===== config.mk =====
export PLATFORM = sky130hd
export DESIGN_NAME = fifo_rd_cntrl
export DESIGN_NICKNAME = d
export VERILOG_FILES = /design/src/rtl/fifo_pkg.sv /design/src/rtl/fifo_gray2bin.sv /design/src/rtl/fifo_rd_cntrl.sv
export SDC_FILE = /design/constraint.sdc
export NUM_CORES = 1
export LEC_CHECK = 0
export CORE_MARGIN = 2
export CORE_UTILIZATION = 25
export DETAILED_ROUTE_END_ITERATION = 10
export GPL_ROUTABILITY_DRIVEN = 0
export SYNTH_ARGS = -nofsm -noshare
export SYNTH_HDL_FRONTEND = slang
export SYNTH_HIERARCHICAL = 1
export SYNTH_SLANG_ARGS = --single-unit

===== constraint.sdc =====
create_clock -name rCLK -period 2.4 [get_ports rCLK]
set_input_delay 0.48 -clock rCLK [delete_from_list [all_inputs] [get_ports rCLK]]
set_output_delay 0.48 -clock rCLK [all_outputs]
set_load 0.05 [all_outputs]

===== src/rtl/fifo_pkg.sv =====
// Shared helpers and default sizes for the dual-clock FIFO: Gray/binary
// pointer conversions used on both sides of the clock-domain crossing.
package fifo_pkg;

    localparam int FIFO_WIDTH_DEF = 8;
    localparam int ADDRSIZE_DEF   = 4;

    // Callers zero-extend into the 32-bit argument and truncate the result.
    function automatic logic [31:0] bin2gray(input logic [31:0] b);
        return b ^ (b >> 1);
    endfunction

    function automatic logic [31:0] gray2bin(input logic [31:0] g);
        logic [31:0] b;
        b = '0;
        for (int i = 0; i < 32; i++) begin
            b[i] = ^(g >> i);
        end
        return b;
    endfunction

endpackage


===== src/rtl/fifo_gray2bin.sv =====
// Gray-to-binary converter: each binary bit is the XOR of all Gray bits at
// or above its position.
module fifo_gray2bin #(
    parameter int W = 4
) (
    input  logic [W-1:0] gray,
    output logic [W-1:0] bin
);

    always_comb begin
        bin = '0;
        for (int i = 0; i < W; i++) begin
            bin[i] = ^(gray >> i);
        end
    end

endmodule


===== src/rtl/fifo_rd_cntrl.sv =====
// Read-side controller of the dual-clock FIFO: read pointer, registered empty
// flag and a one-entry output register. Define FIFO_RD_LEVEL_EN for r_LEVEL.
module fifo_rd_cntrl
    import fifo_pkg::*;
#(
    parameter int FIFO_WIDTH = FIFO_WIDTH_DEF,
    parameter int ADDRSIZE   = ADDRSIZE_DEF
) (
    input  logic                  rCLK,
    input  logic                  rRST,
    input  logic [ADDRSIZE-1:0]   rq2_wptr,
    input  logic [FIFO_WIDTH-1:0] r_DATA,
    output logic [ADDRSIZE-1:0]   r_ADDR,
    output logic [ADDRSIZE-1:0]   r_PTR,
    output logic                  r_EMPTY,
    output logic [FIFO_WIDTH-1:0] out_DATA,
    output logic                  out_VALID,
    input  logic                  out_READY
`ifdef FIFO_RD_LEVEL_EN
    ,
    output logic [ADDRSIZE-1:0]   r_LEVEL
`endif
);

    logic [ADDRSIZE-1:0] rbin;
    logic [ADDRSIZE-1:0] rbin_next;
    logic [ADDRSIZE-1:0] rgray_next;
    logic                fetch;
    logic                out_valid_next;

    // Handshake: a word moves to the consumer on any edge where out_VALID and
    // out_READY are both high; out_READY with out_VALID low has no effect.
    // The output register refills in the same edge it is emptied, so a
    // non-empty memory sustains one word per cycle.
    assign fetch          = !r_EMPTY && (!out_VALID || out_READY);
    assign out_valid_next = fetch || (out_VALID && !out_READY);
    assign rbin_next      = rbin + {{(ADDRSIZE-1){1'b0}}, fetch};
    assign rgray_next     = ADDRSIZE'(bin2gray(32'(rbin_next)));
    assign r_ADDR         = {1'b0, rbin[ADDRSIZE-2:0]};

    always_ff @(posedge rCLK or posedge rRST) begin
        if (rRST) begin
            rbin    <= '0;
            r_PTR   <= '0;
            r_EMPTY <= 1'b1;
        end else begin
            rbin    <= rbin_next;
            r_PTR   <= rgray_next;
            r_EMPTY <= (rgray_next == rq2_wptr);
        end
    end

    // r_DATA is the combinational memory word at r_ADDR, captured on fetch.
    always_ff @(posedge rCLK or posedge rRST) begin
        if (rRST) begin
            out_DATA  <= '0;
            out_VALID <= 1'b0;
        end else begin
            out_VALID <= out_valid_next;
            if (fetch) begin
                out_DATA <= r_DATA;
            end
        end
    end

`ifdef FIFO_RD_LEVEL_EN
    logic [ADDRSIZE-1:0] wbin;
    logic [ADDRSIZE-1:0] level_next;

    fifo_gray2bin #(.W(ADDRSIZE)) u_gray2bin (
        .gray (rq2_wptr),
        .bin  (wbin)
    );

    // Words still in memory plus the one held in the output register.
    assign level_next = (wbin - rbin_next) + {{(ADDRSIZE-1){1'b0}}, out_valid_next};

    always_ff @(posedge rCLK or posedge rRST) begin
        if (rRST) begin
            r_LEVEL <= '0;
        end else begin
            r_LEVEL <= level_next;
        end
    end
`endif

endmodule

# ---- Yosys cells after proc, flatten, opt, wreduce, memory -nomap -nowiden
# Index checks and enable logic that the tools add are counted.
dict set report classes {
  order_cmp 0
  shift 0
  mul 0
  eq_ne 1
  reduce_logical 7
  div_mod_pow 0
  n_bitwise 1
  n_mux 0
  n_addsub 1
}
# op count
set op_table {}
lappend op_table {{adder 4 x 1 -> 4 bit} 1}
lappend op_table {{== test 4 bit} 1}
lappend op_table {{XOR 4 x 3 -> 4 bit} 1}
lappend op_table {{logical NOT 1 bit} 3}
lappend op_table {{logical AND 1 bit} 2}
lappend op_table {{logical OR 1 bit} 2}
dict set report totals {
  reg_bits 18
  memories 0
  latch_bits 0
  ram_bits 0
  out_inout_bits 18
  input_bits 15
  rom_bits 0
  elab_cells 15
}

# ---- Depth between registers and ports, before layout
dict set report logic_depth {
  word_depth 6
  depth_mapped 8
  ltp_nobuf 8
}

# ---- Least setup slack after synthesis
# Ideal clock, no wire load.
dict set report synth_timing {
  path_kind {reg2reg}
  startpoint {reg out_VALID}
  endpoint {reg r_EMPTY}
  setup_ns 0.090
  path_buffers 0
  synth_period_minus_slack_ns 2.302
  setup_slack_ns 0.098
  stages_incl_launch_ff 8
  t_required_ns 2.310
  t_arrival_ns 2.212
  cell_sequence {dfrtp_1 > a21oi_2 > ha_1 > ha_1 > xor2_2 > and3_4 > o21a_1 > nor4_2}
}
dict set report synth_between {
  elab_chain_cells 6
}
# item line_no
set synth_lines {}
lappend synth_lines {{start, declared} fifo_rd_cntrl.sv:17} ;# output logic out_VALID,
lappend synth_lines {{start signal, assigned} fifo_rd_cntrl.sv:59} ;# out_VALID <= out_valid_next;
lappend synth_lines {{logical NOT 1 bit} fifo_rd_cntrl.sv:35} ;# assign fetch = !r_EMPTY && (!out_VALID || out_READY);
lappend synth_lines {{logical OR 1 bit} fifo_rd_cntrl.sv:35}
lappend synth_lines {{logical AND 1 bit} fifo_rd_cntrl.sv:35}
lappend synth_lines {{adder 4 x 1 -> 4 bit} fifo_rd_cntrl.sv:37} ;# assign rbin_next = rbin + {{(ADDRSIZE-1){1'b0}}, fetch};
lappend synth_lines {{XOR 4 x 3 -> 4 bit} fifo_pkg.sv:10} ;# return b ^ (b >> 1);
lappend synth_lines {{== test 4 bit} fifo_rd_cntrl.sv:49} ;# r_EMPTY <= (rgray_next == rq2_wptr);
lappend synth_lines {{end signal, assigned} fifo_rd_cntrl.sv:49}
lappend synth_lines {{end, declared} fifo_rd_cntrl.sv:15} ;# output logic r_EMPTY,
# Every way passes these cells.
# A chain may end at the register's enable or synchronous reset.

# ---- Worst setup path in the final report
dict set report layout_timing {
  startpoint {in out_READY}
  endpoint {reg r_EMPTY}
}
dict set report layout_between {
  elab_chain_cells 5
}
# item line_no
set layout_lines {}
lappend layout_lines {{start, declared} fifo_rd_cntrl.sv:18} ;# input logic out_READY
lappend layout_lines {{logical OR 1 bit} fifo_rd_cntrl.sv:35}
lappend layout_lines {{logical AND 1 bit} fifo_rd_cntrl.sv:35}
lappend layout_lines {{adder 4 x 1 -> 4 bit} fifo_rd_cntrl.sv:37}
lappend layout_lines {{XOR 4 x 3 -> 4 bit} fifo_pkg.sv:10}
lappend layout_lines {{== test 4 bit} fifo_rd_cntrl.sv:49}
# Every way passes these cells.

==> impl_results.md <==
* Status: completed
* Worst Path Buf+Inv at 2
* Power share of the combinational group at 63.4%
* Max-slew headroom at 60.1%
* Power share of the clock group at 8.5%
* Compound-Gate Fraction of Synth Area at 6.20%
* Post-synthesis sequential area ratio at 52.9%
* Clock slew at reported path FFs at 0.09 ns
* Initial antenna violation count at 0
* Top post-synthesis cells by count: 16 x dfrtp_1, 8 x mux2_2, 7 x xnor2_1
* Yosys warns at 6
* Cell Int Power at 0.000913 W
* Core Rows at 20
* Synth top area share at 49.6%
* CTS Root Cell: clkbuf_4
* CP max stage cell: clkdlybuf4s50_1
* Sequential share of power at 28.1%
* IR Drop Worst-Case VDD at 298 uV
* Setup Skew at 0.00801 ns
* TritonCTS Buffers at 3
* Synth Area in Simple Gates at 7.29%
* Post-synth EDFFs at 0
* Grt ovf at 0
* DR iter-0 viols at 21
* Mapped cell area at 807 sq um
* Post-layout min period at 2.18 ns
* Number of global-route vias before repair at 609
* Metal3 WL at 48 microns
* RSZ-0062 raised after global routing: no
* CP top delay family: buffers and inverters
* Sw frac at 45.6%
* Clock Latency Late Sink at 0.28 ns
* Global-route wire length before repair at 2660 microns
* Met2 wire length at 888 microns
* Hold path endpoint: out_VALID
* Post CTS Setup Buffer Count at 0
* Share of layout cells above drive strength 1 at 21.2%
* Yosys reg bits at 17
* Post-synthesis mux area share at 11.2%
* Asr flop ratio synth at 100%
* Post-synthesis xor/xnor area fraction at 14.1%
* Most numerous cell in the Yosys netlist: dfrtp_1
* Total power at 0.00168 W
* Reg2Reg Setup Slack at 0.41 ns
* I/O pin cnt at 33
* Max-Cap Viols at 0
* Gr usage total at 10.3%
* Area contributors post-synth: dfrtp_1 50%, mux2_2 11%, xnor2_1 7.6%
* Reg2reg end: r_EMPTY
* Drt total wl at 1590 microns
* Drt wl/cell at 11.1 microns
* Post-Place Cells at 139
* Most used cell, CP: ha_1
* Max layer used: met4
* Utilization after layout at 39.5%
* Core ar. at 3050 sq um
* IO Port Bufs at 31
* Hold Vio Cnt, Final at 0
* Fin crit share at 90.9%
* Fmax achieved at 458 MHz
* Clock sinks at 17
* H-tree levels at 1
* Post-synth top flop: dfrtp_1
* Synthesis-to-finish area growth at 49.3%
* Worst Path Required at 2.60 ns
* Hold Buf Count CTS at 0
* CP startpoint kind: primary input
* CP endpoint kind: register
* Final worst slack at 0.218 ns
* Pin count of the biggest net entering global routing at 18
* CTS tree: yes
* Residual DRC at 0
* Worst hold slack at 0.484 ns
* Biggest area consumer among synthesized cells: dfrtp_1
* DR vias at 569
* DRT met1 WL at 626 microns
* Hold/Removal Path Class: reg2reg
* Initial core utilization at 26.4%
* Post-CTS sizing at 0
* Die height at 60.8 microns
* CTS Buffer Depth at 2
* Min-delay src: r_EMPTY
* Die footprint at 3700 sq um
* Adder-Cell Fraction of Synth Area at 3.10%
* PD cells at 1390 nW/um^2
* WS Path Type: in2reg
* Worst Reg-to-Reg Cells at 7
* Antenna diodes at 0
* Final setup viols at 0
* Gate Count Post-Synth at 63
* Syn Area/Cell at 12.8 sq um
* R2r startpoint: r_EMPTY
* Filler instances at 317
* Die W at 60.8 microns
* First drt pass iteration count at 3
* Post-DP HPWL at 1310 microns
* Vias per cell at 3.98
* Worst hold path depth at 1
* Slowest stage delay, CP at 0.47 ns
* Post-detailed-route count of antenna-violating nets at 0
* Syn Nets at 80
* Worst Path Arrival at 2.38 ns
* Actual slew at the worst max-slew pin at 0.598 ns
* Nets@finish at 117
* Final non-filler cell total at 143
* Crit-path cells: clkdlybuf4s50_1 -> inv_1 -> a21oi_2 -> ha_1 -> ha_1 -> xor2_2 -> and3_4 -> o21a_1 -> nor4_2
* Post-synth cell types at 27
* Dpl ws at -0.0911 ns
* Largest family of logic cells by synthesized area: XOR/XNOR gates
* Leakage at 0.500 nW
* Net Switching at 0.000765 W
* Final-report max-slew violation count at 0
* Critical path peak fanout at 4
-- power by group through the flow --
stage,Clock (W),Sequential (W),Combinational [W]
after floorplan,0,0.000774,0.000468
after global placement,0,0.000478,0.00106
after detailed placement,0,0.000482,0.00107
after CTS,0.000153,0.000476,0.00108
after global routing,0.000167,0.000492,0.00114
final,0.000143,0.000472,0.00106
-- final cells by class --
type                       instances  area [sq um]  share of cell area, %
timing repair buffer              35           340                   28.2
sequential                        17           427                   35.4
multi-input combinational         39           342                   28.3
inverter                           4          15.0                   1.25
clock buffer                       4          26.3                   2.18
tap                               44          55.1                   4.57
-- kinds of logic (layout without fill, tap and decap cells) --
family,count (synthesis),in the layout
buffers and inverters,7,43
multiplexers,8,8
AO/OA/AOI/OAI,8,8
adder cells (fa/ha/maj),2,2
flip-flops,17,17
AND/OR/NAND/NOR,10,10
XOR/XNOR,10,10
other,1,1
-- cells in the final DEF, fill, tap and decap left out --
master and instances:
a211oi_1 1, a21oi_1 1, a21oi_2 1, a31oi_1 1, and3_4 1, buf_4 4
clkbuf_1 1, clkbuf_4 3, clkdlybuf4s50_1 31, conb_1 1, dfrtp_1 16, dfstp_2 1
ha_1 2, inv_1 4, mux2_2 8, nand2_1 2, nand3_1 1, nor2_1 3
nor2b_1 1, nor3_1 1, nor4_2 1, o21a_1 1, o21ai_0 2, o21ai_1 1
xnor2_1 7, xor2_1 1, xor2_2 1, xor3_4 1
-- flip-flops by register name (all words and copies together), names as in the netlist --
signal / count
out_VALID: 1
out_DATA: 8
rbin: 3
r_PTR: 4
r_EMPTY: 1
-- worst max-delay path by stage --
stage                     startpoint       to  slack [ns]  depth (start not counted)
after floorplan            out_VALID  r_EMPTY         0.1                          7
after global placement     out_READY  r_EMPTY       -0.05                          9
after detailed placement   out_READY  r_EMPTY       -0.09                          9
after CTS                  out_READY  r_EMPTY        0.21                          9
after global routing       out_READY  r_EMPTY        0.04                          9
final                      out_READY  r_EMPTY        0.22                          9
-- through the flow --
step | setup TNS, ns | area (sq um)
floorplan | 0 | 807
global route | 0 | 1200
finish | 0 | 1200
detailed placement | -0.0911 | 1180
global placement | -0.0466 | 1180
CTS | 0 | 1200
-- routing by layer --
| layer | global-route usage (%) | up-vias |
|---|---|---|
| met4 | 4.66 | 0 |
| met2 | 19.8 | 15 |
| met5 | 0 | - |
| li1 | - | 279 |
| met1 | 9.62 | 273 |
| met3 | 3.84 | 2 |
No activity file was read; power rests on OpenSTA's default activity.
